`config.mk`:
```
export PLATFORM = sky130hd
export DESIGN_NAME = mci_mcu_sram_ecc_wb
export DESIGN_NICKNAME = d
export VERILOG_FILES = /design/src/rtl/mci_mcu_sram_ecc_wb.sv
export SDC_FILE = /design/constraint.sdc
export NUM_CORES = 1
export LEC_CHECK = 0
export ABC_AREA = 1
export CAP_MARGIN = 20
export CORE_MARGIN = 8
export CORE_UTILIZATION = 23
export CTS_CLUSTER_DIAMETER = 100
export DETAILED_ROUTE_END_ITERATION = 7
export GPL_TIMING_DRIVEN = 0
export SLEW_MARGIN = 20
export SYNTH_ARGS = -nofsm -noshare
export SYNTH_HDL_FRONTEND = slang
export SYNTH_SLANG_ARGS = --single-unit
```
`constraint.sdc`:
```
create_clock -name clk -period 11.12 [get_ports clk]
set_input_delay 2.224 -clock clk [delete_from_list [all_inputs] [get_ports clk]]
set_output_delay 2.224 -clock clk [all_outputs]
set_load 0.02 [all_outputs]
```
`src/rtl/mci_mcu_sram_ecc_wb.sv`:
```
// rtl/mci_mcu_sram_ecc_wb.sv - MCU SRAM single-bit ECC scrub write-back with error counters
module mci_mcu_sram_ecc_wb #(
  parameter int MCU_SRAM_ADDR_W = 18,
  parameter int WB_DEPTH        = 2,
  parameter int DW              = 39
) (
  input  logic                       clk,
  input  logic                       rst,
  input  logic                       wb_en,
  input  logic                       ctrl_cs,
  input  logic                       ctrl_we,
  input  logic [MCU_SRAM_ADDR_W-1:0] ctrl_addr,
  input  logic [DW-1:0]              ctrl_wdata,
  output logic [DW-1:0]              ctrl_rdata,
  input  logic [31:0]                rd_corr_data,
  input  logic                       single_ecc_error,
  input  logic                       double_ecc_error,
  output logic                       sram_cs,
  output logic                       sram_we,
  output logic [MCU_SRAM_ADDR_W-1:0] sram_addr,
  output logic [DW-1:0]              sram_wdata,
  input  logic [DW-1:0]              sram_rdata,
  output logic                       wb_pending,
  output logic                       wb_done,
  output logic [15:0]                sec_count,
  output logic [15:0]                ded_count,
  output logic [15:0]                wb_drop_count
);

  localparam int PW = (WB_DEPTH > 1) ? $clog2(WB_DEPTH) : 1;
  localparam int CW = $clog2(WB_DEPTH + 1);

  // Hamming SECDED check bits for a 32-bit word; bit 6 is overall parity.
  function automatic logic [6:0] rvecc_encode(input logic [31:0] d);
    logic [6:0] e;
    e[0] = d[0]^d[1]^d[3]^d[4]^d[6]^d[8]^d[10]^d[11]^d[13]^d[15]^d[17]^d[19]^d[21]^d[23]^d[25]^d[26]^d[28]^d[30];
    e[1] = d[0]^d[2]^d[3]^d[5]^d[6]^d[9]^d[10]^d[12]^d[13]^d[16]^d[17]^d[20]^d[21]^d[24]^d[25]^d[27]^d[28]^d[31];
    e[2] = d[1]^d[2]^d[3]^d[7]^d[8]^d[9]^d[10]^d[14]^d[15]^d[16]^d[17]^d[22]^d[23]^d[24]^d[25]^d[29]^d[30]^d[31];
    e[3] = d[4]^d[5]^d[6]^d[7]^d[8]^d[9]^d[10]^d[18]^d[19]^d[20]^d[21]^d[22]^d[23]^d[24]^d[25];
    e[4] = d[11]^d[12]^d[13]^d[14]^d[15]^d[16]^d[17]^d[18]^d[19]^d[20]^d[21]^d[22]^d[23]^d[24]^d[25];
    e[5] = d[26]^d[27]^d[28]^d[29]^d[30]^d[31];
    e[6] = (^d) ^ (^e[5:0]);
    return e;
  endfunction

  function automatic logic [PW-1:0] ptr_inc(input logic [PW-1:0] p);
    return (p == PW'(WB_DEPTH - 1)) ? '0 : p + 1'b1;
  endfunction

  logic [MCU_SRAM_ADDR_W-1:0] q_addr [WB_DEPTH];
  logic [31:0]                q_data [WB_DEPTH];
  logic [WB_DEPTH-1:0]        q_valid;
  logic [PW-1:0]              head_q, tail_q;
  logic [CW-1:0]              count_q;
  logic                       rd_pend_q;
  logic [MCU_SRAM_ADDR_W-1:0] rd_addr_q;
  logic [15:0]                sec_q, ded_q, drop_q;

  logic ctrl_wr, not_empty, full, head_valid, pop, issue;
  logic dup, want_push, push, drop, sec_hit, ded_hit;

  assign ctrl_wr    = ctrl_cs & ctrl_we;
  assign not_empty  = (count_q != '0);
  assign full       = (count_q == CW'(WB_DEPTH));
  assign head_valid = q_valid[head_q];
  // Stale (invalidated) heads are discarded even while the controller is busy.
  assign pop        = not_empty & (~head_valid | ~ctrl_cs);
  // No write-back may leave in the reset cycle.
  assign issue      = not_empty & head_valid & ~ctrl_cs & ~rst;

  assign sec_hit    = rd_pend_q & single_ecc_error & ~double_ecc_error;
  assign ded_hit    = rd_pend_q & double_ecc_error;
  assign want_push  = sec_hit & wb_en & ~dup & ~(ctrl_wr & (ctrl_addr == rd_addr_q));
  assign push       = want_push & (~full | pop);
  assign drop       = want_push & full & ~pop;

  assign ctrl_rdata    = sram_rdata;
  assign wb_pending    = |q_valid;
  assign wb_done       = issue;
  assign sec_count     = sec_q;
  assign ded_count     = ded_q;
  assign wb_drop_count = drop_q;

  // Dedup: the faulting address already sits in a live queue entry.
  always_comb begin
    dup = 1'b0;
    for (int i = 0; i < WB_DEPTH; i++) begin
      if (q_valid[i] && (q_addr[i] == rd_addr_q)) dup = 1'b1;
    end
  end

  // SRAM port mux: functional traffic first, then the queue head, else idle.
  always_comb begin
    sram_cs    = 1'b0;
    sram_we    = 1'b0;
    sram_addr  = '0;
    sram_wdata = '0;
    if (ctrl_cs) begin
      sram_cs    = 1'b1;
      sram_we    = ctrl_we;
      sram_addr  = ctrl_addr;
      sram_wdata = ctrl_wdata;
    end else if (issue) begin
      sram_cs    = 1'b1;
      sram_we    = 1'b1;
      sram_addr  = q_addr[head_q];
      sram_wdata = {rvecc_encode(q_data[head_q]), q_data[head_q]};
    end
  end

  // Read tracking and write-back queue; push is applied after pop/invalidate so it wins on a shared slot.
  always_ff @(posedge clk) begin
    if (rst) begin
      rd_pend_q <= 1'b0;
      rd_addr_q <= '0;
      head_q    <= '0;
      tail_q    <= '0;
      count_q   <= '0;
      q_valid   <= '0;
    end else begin
      rd_pend_q <= ctrl_cs & ~ctrl_we;
      if (ctrl_cs && !ctrl_we) rd_addr_q <= ctrl_addr;
      for (int i = 0; i < WB_DEPTH; i++) begin
        if (ctrl_wr && (q_addr[i] == ctrl_addr)) q_valid[i] <= 1'b0;
      end
      if (pop) begin
        q_valid[head_q] <= 1'b0;
        head_q          <= ptr_inc(head_q);
      end
      if (push) begin
        q_valid[tail_q] <= 1'b1;
        q_addr[tail_q]  <= rd_addr_q;
        q_data[tail_q]  <= rd_corr_data;
        tail_q          <= ptr_inc(tail_q);
      end
      if (push && !pop)      count_q <= count_q + 1'b1;
      else if (pop && !push) count_q <= count_q - 1'b1;
    end
  end

  // Saturating status counters, cleared only by reset.
  always_ff @(posedge clk) begin
    if (rst) begin
      sec_q  <= '0;
      ded_q  <= '0;
      drop_q <= '0;
    end else begin
      if (sec_hit && (sec_q != 16'hFFFF))  sec_q  <= sec_q + 16'd1;
      if (ded_hit && (ded_q != 16'hFFFF))  ded_q  <= ded_q + 16'd1;
      if (drop && (drop_q != 16'hFFFF))    drop_q <= drop_q + 16'd1;
    end
  end

endmodule

```
==> results of run 1 <==
[final cells by class]
| class | count | area share [%] |
|---|---|---|
| antenna | 1 | 0.01666 |
| buffer | 79 | 3.532 |
| clock buffer | 20 | 3.332 |
| clock inverter | 11 | 0.4832 |
| inverter | 197 | 4.990 |
| multi-input combinational | 1158 | 36.04 |
| sequential | 174 | 29.86 |
| tap | 615 | 5.123 |
| timing repair buffer | 245 | 16.63 |
[kinds of logic after synthesis]
logic type | after synthesis | share of synthesized area (%)
AOI/OAI and AO/OA | 214 | 11.07
xor gates and xnor gates | 53 | 4.157
and+or+nand+nor | 887 | 32.73
adders and majority gates | 4 | 0.4482
DFF | 174 | 40.16
buffers and inverters | 276 | 11.44
[per-stage QoR]
step                      hold WS (ns)  worst slack [ns]  utilization, %  cells
after floorplan                 0.4483             5.389               -   1608
after global placement          0.4638             2.891           30.01   2465
after detailed placement        0.4905             3.335           30.19   2468
after CTS                       0.5012             3.331           31.39   2499
after global routing            0.5315             3.302           31.39   2500
final                           0.4950             3.370           31.39   2500
[registers in the layout (all words and copies together) (netlist names), 2 cells and up, named ones only]
signal         flops
q_valid            2
wb_drop_count     16
q_data            64
ded_count         16
count_q            2
rd_addr_q         18
q_addr            36
sec_count         16
[routing by layer]
metal / up-vias / share of wire [%] / routed length (µm) / global-route usage (%)
li1: 5694 / - / - / -
met1: 5188 / 42 / 17690 / 17.14
met4: 4 / 2.4 / 999 / 5.355
met2: 430 / 48 / 20510 / 25.70
met5: - / 0.073 / 31 / 0
met3: 56 / 7.7 / 3264 / 4.034
[report_power, final]
part,switching [mW],internal (mW)
registers,0.0124,0.691
clock network,0.270,0.325
logic,0.855,0.427
total,1.14,1.44
[critical path, delay by kind of cell]
| family | cells | cell delay (ns) |
|---|---|---|
| buf+inv | 4 | 2.58 |
| simple gates | 2 | 0.45 |
| compound gates | 1 | 0.27 |
[synth_stat cells (all sizes together), types with 6 or more instances]
master / n
clkbuf: 23
o22ai: 30
nand2: 633
nand4: 12
dfxtp: 74
inv: 195
nor3: 30
edfxtp: 100
nor2: 105
o2111ai: 7
o21a: 6
a21oi: 42
buf: 56
o21ai: 104
xor2: 30
o32ai: 6
nand3: 96
xnor2: 23
[final timing paths]
kind                 from            end  slack [ns]
min reg2reg  sec_count[5]   sec_count[5]        0.49
max               ctrl_cs   sram_addr[4]        3.37
max reg2reg  rd_addr_q[7]  q_data[1][25]        8.14
min          sec_count[5]   sec_count[5]        0.49
[cell usage in the layout, fill, tap and decap left out, types with 4 or more instances in the layout]
cell type,netlist,layout
clkbuf_16,0,20
inv_4,0,4
xnor2_1,23,23
dfxtp_1,74,74
o22ai_1,30,30
nor4_1,4,4
clkbuf_1,23,23
buf_6,7,7
nor3b_1,4,4
edfxtp_1,100,100
o21a_1,6,6
a21oi_1,42,42
o32ai_1,6,6
inv_1,186,186
o2111ai_1,7,7
o21ai_0,100,100
nand3_1,95,95
nor2_1,100,99
a211oi_1,5,5
nand2_2,32,32
nor2_2,4,4
inv_2,8,8
clkdlybuf4s50_1,0,242
buf_4,45,45
nand4_1,12,12
nand2_1,601,601
nor3_1,30,30
xor2_1,30,30
ha_1,4,4
==> flow_summary.ini, run 1 <==
[setup_path]
critPathKind = in -> out
slowest_delay_ns = 0.74
critical_path.slowest_cell = clkbuf_1
worst-path-max-fanout = 10
end_kind = primary output
cp_launch_type = input pin
worstPathArrival_ns = 5.53
crit_path_frequent_cell = clkbuf_1
path_cells = clkbuf_1 > nor3_1 > nand2_1 > clkbuf_1 > clkbuf_1 > o22ai_1 > clkdlybuf4s50_1
data_required_time_of_the_worst_path_ns = 8.90
r2r_worst_path_depth = 12

[drt]
route.antenna.remaining_nets = 0
wl_per_instance_um = 17.00
routed_wirelength_um = 42490
num_vias = 11370
drt_first_pass_iters = 5
post-route-drc-count = 0
dr.first_iter.drc_count = 746
detail_route.vias_per_cell = 4.549

[yosys]
postSynthRegisterBits = 174
syn-instance-count = 1608
number_of_synthesized_flops_with_an_enable_pin = 100
syn-cell-area_um2 = 11170
synth.net_count = 1747
ys_seq_area_share_pct = 40.16
synth_top_cells_by_area = edfxtp_1 (27%), nand2_1 (20%), dfxtp_1 (13%)
post-synth-top-area-cell = edfxtp_1
asyncSetResetFlopFracSynth_pct = 0
synth_cell_types = 46
synth_warnings = 0
synth.top_cell.area_share_pct = 26.89
mean_cell_area_of_the_mapped_netlist_um2 = 6.945
synth_top_flop_cell = edfxtp_1

[sta]
report.final.hold_viol_count = 0
max_freq_ghz = 0.1290
max_slew_vio_count = 0
timing.clock.skew_ns = 0.01102
timing.final.crit_share_pct = 69.69
period_needed_ns = 7.750
setup_violations = 0
slew_headroom_pct = 38.63
measured_slew_at_the_worst_slew_check_pin_ns = 0.9206
setup-tns-final_ns = 0
rsz0062_at_grt = no

[die]
die_x_um = 236.3
design.die.area_um2 = 55860
floorplan.rows = 80
fp.coreArea_um2 = 47850
io_pins = 283
fp.dieH_um = 236.3
floorplan.initialDensity_pct = 23.34

[run]
timing.max_cap.violations = 0

[clocking]
tritoncts_clock_tree = yes
post-cts-setup-buffers = 0
cts_hold_buffers = 0
ctsRootBufferMaster = clkbuf_16
cts.htree.levels = 4
insertion_delay_ns = 0.45
numCtsBuffers = 17
clk_path_buf_depth = 2
cts_repair_resize_count = 0
cts.sink_count = 174
clk_pin_slew_ns = 0.07

[placed_design]
hpwlAfterDp_um = 34160
gp_routability_congestion = 0.9622
port_buffers = 242
dpl_cell_area_um2 = 14440

[grt]
globalRouteTotalUtil_pct = 14.75
grt_remaining_overflow = 0
wire_length_of_the_first_global_routing_pass_um = 63870
grt_antenna_before_repair = 3
grt_start_max_net_pins = 38
number_of_global_route_vias_before_repair = 10770

[power_and_ir_drop]
total_power_mw = 2.581
vdd_drop_max_uv = 111.2
power_leakage_nw = 6.358
power_per_cell_area_nw_per_um2 = 171.9

[worst_hold_path]
worst_hold_path.num_cells = 2
hold_path_class = reg -> reg

[final_layout]
nNetsFinal = 2011
ff_latch_area_um2 = 4484
multi_input_comb_area_um2 = 5413
syn_to_final_growth_pct = 34.50
post_route_cells_drive_above_1_share_pct = 7.378
final_design_area_no_fill_um2 = 15020
fill_cells = 5150

[outcome]
status = finished, final reports clean
Power figures use the tool's default switching activity.
==> run 2, diff against run 1 <==
- clock period: 11.12 -> 6.44 ns (I/O delays scaled with it)
==> results of run 2 <==
The final DEF is identical to that of run 1. Status: finished, final reports clean.
Among the figures that moved: setup slack after placement 3.335 ns -> 0.5266 ns; setup slack after layout 3.370 ns -> 0.5625 ns; register-to-register setup slack 8.14 ns -> 3.46 ns; total power 2.581 mW -> 4.457 mW; worst IR drop on VDD 111.2 µV -> 192.1 µV
==> run 3, diff against run 2 <==
- CORE_UTILIZATION: 23 -> 45
- PLACE_DENSITY: default -> 0.88
==> flow_summary.ini, run 3 (synthesized netlist as in run 1, its figures left out) <==
[clocking]
cts_repair_resize_count = 0
cts_hold_buffers = 0
numCtsBuffers = 17
cts.sink_count = 174
insertion_delay_ns = 0.44
clk_pin_slew_ns = 0.07
cts.htree.levels = 4
ctsRootBufferMaster = clkbuf_16
post-cts-setup-buffers = 0
tritoncts_clock_tree = yes
clk_path_buf_depth = 2

[sta]
measured_slew_at_the_worst_slew_check_pin_ns = 0.9010
rsz0062_at_grt = no
max_freq_ghz = 0.1704
period_needed_ns = 5.868
report.final.hold_viol_count = 0
setup_violations = 0
max_slew_vio_count = 0
setup-tns-final_ns = 0
slew_headroom_pct = 39.93
final.hold.worst_slack_ns = 0.4906
timing.final.crit_share_pct = 91.12
timing.clock.skew_ns = 0.01545

[outcome]
status = finished, final reports clean

[final_layout]
mostFrequentLayoutCells = nand2_1 (601), clkdlybuf4s50_1 (242), inv_1 (185)
fill_cells = 2135
nNetsFinal = 2010
largest_registers = q_data x64, q_addr x36, rd_addr_q x18
final-instance-count-excl-fill = 2210
post_route_cells_drive_above_1_share_pct = 7.431
max_ffs_per_register = 64
top_register = q_data
commonest_non_fill_non_tap_cell_in_the_layout = nand2_1
syn_to_final_growth_pct = 31.24

[drt]
drt_first_pass_iters = 6
routed_wirelength_um = 37030
post-route-drc-count = 0
dr.first_iter.drc_count = 1031
wl_per_instance_um = 16.75
num_vias = 11800
detail_route.vias_per_cell = 5.341
route.antenna.remaining_nets = 0

[placed_design]
hpwlAfterDp_um = 28810
port_buffers = 242
number_of_placed_instances_with_taps_included = 2176
gp_routability_congestion = 0.9434

[die]
floorplan.initialDensity_pct = 45.92
floorplan.rows = 57
fp.dieH_um = 173.5
fp.coreArea_um2 = 24320
io_pins = 283
die_x_um = 173.5
design.die.area_um2 = 30110

[grt]
globalRouteTotalUtil_pct = 23.73
wire_length_of_the_first_global_routing_pass_um = 58260
grt_start_max_net_pins = 51
grt_antenna_before_repair = 4
number_of_global_route_vias_before_repair = 11390
grt_remaining_overflow = 0

[power_and_ir_drop]
power_leakage_nw = 6.344
vdd_drop_max_uv = 210.2
total_power_mw = 4.462
power_per_cell_area_nw_per_um2 = 304.5

[setup_path]
worst-path-max-fanout = 10
crit-reg2reg-launch = rd_addr_q[7]
end_kind = primary output
cp_launch_type = input pin
data_required_time_of_the_worst_path_ns = 5.15
worstPathArrival_ns = 4.58
critPathLaunch = ctrl_cs
critPathKind = in -> out

[worst_hold_path]
worstHoldStart = rd_addr_q[17]
hold_path_class = reg -> reg

[run]
timing.max_cap.violations = 0
[run 3: cell count changes in the layout (fill, tap and decap cells not counted), moves of 2 or more]
| cell | before | now |
|---|---|---|
| inv_8 | 1 | 7 |
| clkinv_2 | 3 | 0 |
| clkinv_8 | 0 | 2 |
| inv_4 | 4 | 2 |
| clkbuf_16 | 20 | 17 |
[run 3: final timing paths]
| path | depth (start not counted) | slack, ns | end |
|---|---|---|---|
| max | 7 | 0.57 | sram_addr[4] |
| min | 0 | 0.49 | q_addr[1][17] |
| max reg2reg | 12 | 3.59 | q_data[0][28] |
| min reg2reg | 0 | 0.49 | q_addr[1][17] |
[run 3: power breakdown]
| part | internal [mW] | total (mW) | switching, mW |
|---|---|---|---|
| Sequential | 1.19 | 1.21 | 0.0195 |
| Combinational | 0.738 | 2.21 | 1.47 |
| Clock | 0.525 | 1.04 | 0.519 |
| Total | 2.46 | 4.46 | 2.01 |
[run 3: metrics by stage]
| step | util (%) | worst slack (ns) | area (µm²) |
|---|---|---|---|
| final | 60.26 | 0.5719 | 14660 |
| after global routing | 60.26 | 0.5880 | 14660 |
| after CTS | 60.24 | 0.7015 | 14650 |
| after detailed placement | 57.81 | 0.7149 | 14060 |
| after global placement | 57.54 | -0.5807 | 13990 |
| after floorplan | - | 1.714 | 11170 |
[run 3: layer usage]
| metal | track usage [%] | share of wire (%) | vias up |
|---|---|---|---|
| li1 | - | - | 5700 |
| met1 | 26.73 | 39 | 5351 |
| met2 | 41.52 | 48 | 656 |
| met3 | 6.709 | 10 | 93 |
| met4 | 9.774 | 3.1 | 4 |
| met5 | 0 | 0.065 | - |
[run 3: worst max-delay path: stages]
cell and delay, ns:
clkbuf_1 0.60, nor3_1 0.14, nand2_1 0.26, clkbuf_1 0.72
clkbuf_1 0.68, o22ai_1 0.27, clkdlybuf4s50_1 0.62
[run 3: area by class of cell]
cell class	count	area (µm²)	share of cell area (%)
buffer	79	530.5	3.620
timing repair buffer	244	2477	16.90
clock inverter	15	165.2	1.127
inverter	197	749.5	5.114
sequential	174	4484	30.60
antenna	2	5.005	0.03415
multi-input combinational	1158	5413	36.93
tap	324	405.4	2.766
clock buffer	17	425.4	2.903
